--- config.mk ---
export PLATFORM = sky130hd
export DESIGN_NAME = iob_uart_rx_monitor
export DESIGN_NICKNAME = d
export VERILOG_FILES = /design/src/rtl/iob_uart_rx_monitor.sv
export SDC_FILE = /design/constraint.sdc
export NUM_CORES = 1
export LEC_CHECK = 0
export CAP_MARGIN = 20
export CELL_PAD_IN_SITES_DETAIL_PLACEMENT = 0
export CELL_PAD_IN_SITES_GLOBAL_PLACEMENT = 2
export CORE_UTILIZATION = 30
export DETAILED_ROUTE_END_ITERATION = 12
export PLACE_DENSITY = 0.59
export SYNTH_ARGS = -nofsm -noshare
export SYNTH_HDL_FRONTEND = slang
export SYNTH_SLANG_ARGS = --single-unit
export TNS_END_PERCENT = 50
--- constraint.sdc ---
create_clock -name clk_i -period 4.15 [get_ports clk_i]
set_input_delay 0.415 -clock clk_i [delete_from_list [all_inputs] [get_ports clk_i]]
set_output_delay 0.415 -clock clk_i [all_outputs]
set_load 0.05 [all_outputs]
--- src/rtl/iob_uart_rx_monitor.sv ---
// iob_uart_rx_monitor: 16x-oversampled 8-bit async serial receiver feeding a valid/ready FIFO
// Ports: clk_i/arst_i (async high reset)/cke_i (freeze all state when 0), rxd_i serial line,
//   divisor_i clocks per 1/16 bit (0 = receiver off), clr_i clears overrun_o,
//   m_valid_o/m_data_o/m_err_o {break,framing,parity}/m_ready_i FIFO head port,
//   level_o occupancy, overrun_o sticky drop flag, busy_o frame in progress.
// Optional: `define UART_RX_MON_PARITY_EN adds parity_en_i / parity_even_i and the parity bit.
module iob_uart_rx_monitor #(
  parameter int DIV_W = 16,
  parameter int FIFO_AW = 4
) (
  input  logic               clk_i,
  input  logic               arst_i,
  input  logic               cke_i,
  input  logic               rxd_i,
  input  logic [DIV_W-1:0]   divisor_i,
  input  logic               clr_i,
  output logic               m_valid_o,
  output logic [7:0]         m_data_o,
  output logic [2:0]         m_err_o,
  input  logic               m_ready_i,
  output logic [FIFO_AW:0]   level_o,
  output logic               overrun_o,
  output logic               busy_o
`ifdef UART_RX_MON_PARITY_EN
  ,
  input  logic               parity_en_i,
  input  logic               parity_even_i
`endif
);
  typedef enum logic [2:0] {IDLE, START, DATA, PARITY, STOP, WAIT_HIGH} state_t;
  state_t state_q, state_d;
  logic par_en, par_even;
`ifdef UART_RX_MON_PARITY_EN
  assign par_en = parity_en_i;
  assign par_even = parity_even_i;
`else
  assign par_en = 1'b0;
  assign par_even = 1'b0;
`endif
  logic [1:0] sync_q;
  logic rxd, run, tick, sample, push, full, pop, wr_en;
  logic [DIV_W-1:0] cnt_q;
  logic [3:0] scnt_q;
  logic [2:0] bit_q;
  logic [7:0] sh_q;
  logic pe_q, pbit_q;
  logic [2:0] flags;
  logic [10:0] mem [0:2**FIFO_AW-1];
  logic [FIFO_AW-1:0] wr_q, rd_q;
  logic [FIFO_AW:0] lvl_q;
  assign rxd = sync_q[1];
  assign run = divisor_i != '0;
  assign tick = run && state_q != IDLE && cnt_q == '0;
  assign sample = tick && scnt_q == 4'd7;
  // break needs an all-zero character: data 0x00 and, when present, a 0 parity bit
  assign flags = {!rxd && sh_q == 8'h00 && !(par_en && pbit_q), !rxd, pe_q};
  always_comb begin
    state_d = state_q;
    push = 1'b0;
    case (state_q)
      IDLE:      state_d = rxd ? IDLE : START;
      START:     state_d = !sample ? START : rxd ? IDLE : DATA;
      DATA:      state_d = (sample && bit_q == 3'd7) ? (par_en ? PARITY : STOP) : DATA;
      PARITY:    state_d = sample ? STOP : PARITY;
      STOP: begin
        push = sample;
        state_d = !sample ? STOP : rxd ? IDLE : WAIT_HIGH;
      end
      WAIT_HIGH: state_d = rxd ? IDLE : WAIT_HIGH;
      default:   state_d = IDLE;
    endcase
    if (!run) state_d = IDLE;
  end
  always_ff @(posedge clk_i or posedge arst_i) begin
    if (arst_i) begin
      sync_q <= 2'b11;
      state_q <= IDLE;
      cnt_q <= '0;
      scnt_q <= '0;
      bit_q <= '0;
      sh_q <= '0;
      pe_q <= 1'b0;
      pbit_q <= 1'b0;
    end else if (cke_i) begin
      sync_q <= {sync_q[0], rxd_i};
      state_q <= state_d;
      cnt_q <= (state_q == IDLE || tick) ? divisor_i - 1'b1 : cnt_q - 1'b1;
      scnt_q <= (state_q == IDLE) ? 4'd0 : scnt_q + 4'(tick);
      if (state_q == IDLE) begin
        bit_q <= '0;
        pe_q <= 1'b0;
        pbit_q <= 1'b0;
      end else if (sample && state_q == DATA) begin
        sh_q <= {rxd, sh_q[7:1]};
        bit_q <= bit_q + 1'b1;
      end else if (sample && state_q == PARITY) begin
        pbit_q <= rxd;
        pe_q <= rxd != (par_even ? ^sh_q : ~^sh_q);
      end
    end
  end
  assign full = lvl_q[FIFO_AW];
  assign pop = m_valid_o && m_ready_i;
  // when full, a simultaneous pop frees the slot being written (wr_q == rd_q)
  assign wr_en = push && (!full || pop);
  always_ff @(posedge clk_i) if (cke_i && wr_en) mem[wr_q] <= {flags, sh_q};
  always_ff @(posedge clk_i or posedge arst_i) begin
    if (arst_i) begin
      wr_q <= '0;
      rd_q <= '0;
      lvl_q <= '0;
      overrun_o <= 1'b0;
    end else if (cke_i) begin
      if (wr_en) wr_q <= wr_q + 1'b1;
      if (pop) rd_q <= rd_q + 1'b1;
      lvl_q <= lvl_q + (FIFO_AW+1)'(wr_en) - (FIFO_AW+1)'(pop);
      overrun_o <= (push && full && !pop) || (overrun_o && !clr_i);
    end
  end
  assign m_valid_o = lvl_q != '0;
  assign m_data_o = m_valid_o ? mem[rd_q][7:0] : 8'h00;
  assign m_err_o = m_valid_o ? mem[rd_q][10:8] : 3'b000;
  assign level_o = lvl_q;
  assign busy_o = state_q != IDLE;
endmodule

==> flow_summary.yaml <==
clock_tree:
  cts_max_level: 1
  cts_setup_buffers: 0
  cts_max_path_buffers: 3
  clk_latency_ps: 540
  cts.sinks: 227
  cts_root_buf: "clkbuf_16"
  cts_buffers: 26
  postCtsHoldBufs: 0
  cts_tree: "done"
  cts_resized: 0
  clk_pin_slew_ps: 60
route:
  firstDrtPassIters: 4
  drc_errors: 0
  wl_per_cell_microns: 19.8
  vias_per_cell: 4.81
  vias: 5747
  routed_wl_microns: 23700
  antenna_left: 0
  drtIter0Drc: 362
layout:
  finalInstanceArea_sq_um: 12100
  antenna_cells: 0
  nets: 775
  drive_gt1_share_pct: 20.9
  syn_to_final_growth_pct: 19.6
floorplanning:
  ioPinCount: 41
  fp-row-count: 66
  fp.dieW_microns: 186
  start_util_pct: 30.8
  coreArea_sq_um: 32900
  die_h_microns: 186
  die_area_sq_um: 34500
timing:
  maxSlewHeadroom_pct: 41.1
  max_freq_mhz: 272
  finalWorstSetupSlack_ps: 474
  finClkSkew_ps: 18.5
  final-setup-viol-count: 0
  rsz0062_at_grt: "false"
  slew_violations: 0
  hold_viol_final: 0
  tightest_slew_ps: 880
  tns_ps: 0
  period_needed_ps: 3680
  period_share_pct: 88.6
power:
  p_per_area_nw_per_um2: 534
  cellLeakagePower_nw: 4.55
  peakVddDrop_v: 0.000329
critical_path:
  crit_type: "flip-flop to flip-flop"
  worstPathRequired_ps: 4560
  path_cells: "nor4_1 > and4_1 > o211ai_4 > nor3_2 > nand3_1 > ha_1 > inv_1 > ha_1 > fa_1 > a21oi_1 > nor2_1 > nor2_1 > xnor2_1 > nand2_1 > xnor2_1"
  worst_setup_path_end_kind: "flip-flop"
  critPathMaxFanout: 6
  critPathMaxStageDelay_ps: 470
  cp.arrival_ps: 4080
  crit_path_start_kind: "flip-flop"
  crit_slowest_cell: "nor4_1"
grt:
  grt_pass1_wl_microns: 36900
  grt_max_degree: 59
  grt_usage_pct: 14.4
  gr-total-overflow: 0
  grt_pass1_vias: 6038
  antenna_found_initial: 0
synth:
  avgSynthCellArea_sq_um: 15.4
  yosysWarnings: 0
  synthArstFlopShare_pct: 22.5
  ys_seq_area_share_pct: 64.8
  syn_nets: 699
  synth_top_flop_cell: "edfxtp_1"
  synth-seq-cells: 227
  yosysUniqueCellTypes: 61
  netlist_area_sq_um: 10100
  synth_cells: 656
  synth_edf_count: 176
run:
  maxCapViolations: 0
placement:
  postPlaceCellArea_sq_um: 11200
  pre_cts_slack_ps: 151
  place_congestion: 0.756
  numPortBuffers: 40
  place_hpwl_microns: 15000
worst_hold_path:
  hold_path_class: "input port to async pin"
run_status:
  status: "finished clean"
cell usage after synthesis (all sizes together) (3+ instances only):
master   number  share of area [%]
edfxtp      176                 52
mux4         55                 12
nand2        50                1.9
dfrtp        49                 12
o21ai        34                1.7
nor2         32                1.3
inv          26               0.96
and2         24                1.5
nand3        22                1.1
a21oi        21                1.1
ha           20                2.5
clkbuf       17               0.63
xnor2        16                1.4
nor3         14                1.0
buf          13               0.75
xor2          8               0.69
mux2i         6               0.59
nor3b         6               0.44
and3          5               0.31
and4          5               0.43
nand4         5               0.31
nor4          5               0.43
mux2          4               0.44
or3           4               0.25
a22o          3               0.26
o211ai        3               0.41
o221ai        3               0.26
o22ai         3               0.19
o2bb2ai       3               0.26
area by class of cell:
cell class | count | area [sq um]
fill | 3183 | 20700
clock inverter | 10 | 128
inverter | 27 | 101
clock buffer | 38 | 726
tap | 442 | 553
multi-input combinational | 372 | 3330
sequential | 227 | 6570
timing repair buffer | 78 | 718
placed cells by master, fill, tap and decap left out, types with 16 or more instances in the layout:
cell type,count
buf_4,35
edfxtp_1,176
nand2_1,49
xnor2_1,16
clkbuf_16,26
inv_1,25
dfrtp_1,47
clkdlybuf4s50_1,39
o21ai_1,26
a21oi_1,20
and2_1,24
ha_1,20
mux4_2,55
nor2_1,31
nand3_1,22
worst max-delay path: cells and delay by family (launching register included):
kind	cells	cell delay [ps]
xor+xnor	2	270
simple gates	7	1620
compound gates	2	290
fa+ha+maj	3	910
flops	1	440
buf+inv	1	40
path summary, 6_finish.rpt:
kind | end | depth (start not counted) | from | slack (ps)
min | wr_q[1]$_DFFE_PP0P_ | 2 | arst_i | 150
max | level_o[4]$_DFFE_PP0P_ | 15 | cnt_q[5]$_DFFE_PP0P_ | 470
max in group asynchronous | level_o[0]$_DFFE_PP0P_ | 4 | arst_i | 3270
max reg2reg | level_o[4]$_DFFE_PP0P_ | 15 | cnt_q[5]$_DFFE_PP0P_ | 470
min in group clk_i | scnt_q[1]$_DFFE_PP0P_ | 3 | cke_i | 300
min reg2reg | bit_q[0]$_DFFE_PP0P_ | 1 | bit_q[0]$_DFFE_PP0P_ | 490
power breakdown:
part           internal (W)  leakage (nW)  switching [W]
Sequential          0.00256          2.54       0.000207
Combinational      0.000679          1.59       0.000779
Clock               0.00134         0.416       0.000906
Total               0.00458          4.55        0.00189
metrics by stage:
step                      util (%)  total power [W]  std cells  hold WS, ps
final                         36.9          0.00647       1194          148
after global routing          36.9          0.00679       1194          143
after CTS                     36.8          0.00658       1193          281
after detailed placement      34.2          0.00431       1145          474
after global placement        34.2          0.00429       1145          471
after floorplan                  -          0.00380        656          454
flip-flops by register name (all words and copies together) (netlist names):
name	flops
sh_q	8
pe_q	1
mem	176
scnt_q	4
level_o	5
state_q	3
bit_q	3
overrun_o	1
wr_q	4
rd_q	4
sync_q	2
cnt_q	16
logic make-up (layout without fill, tap and decap cells):
group	Yosys count	count (layout)	share of synthesized area, %
fa+ha+maj	21	21	2.67
simple gates	177	177	9.37
buf+inv	57	153	2.38
xor+xnor	24	24	2.07
compound gates	85	85	5.45
flops	227	227	64.8
mux	65	65	13.3
per-layer routing:
metal  global-route usage (%)  part of all wire, %
met1                     20.5                   48
met2                     23.5                   48
met3                     2.15                  3.6
met4                     2.69                  1.1
met5                        0                    0
Note: power is estimated with default switching activity, not from simulation.
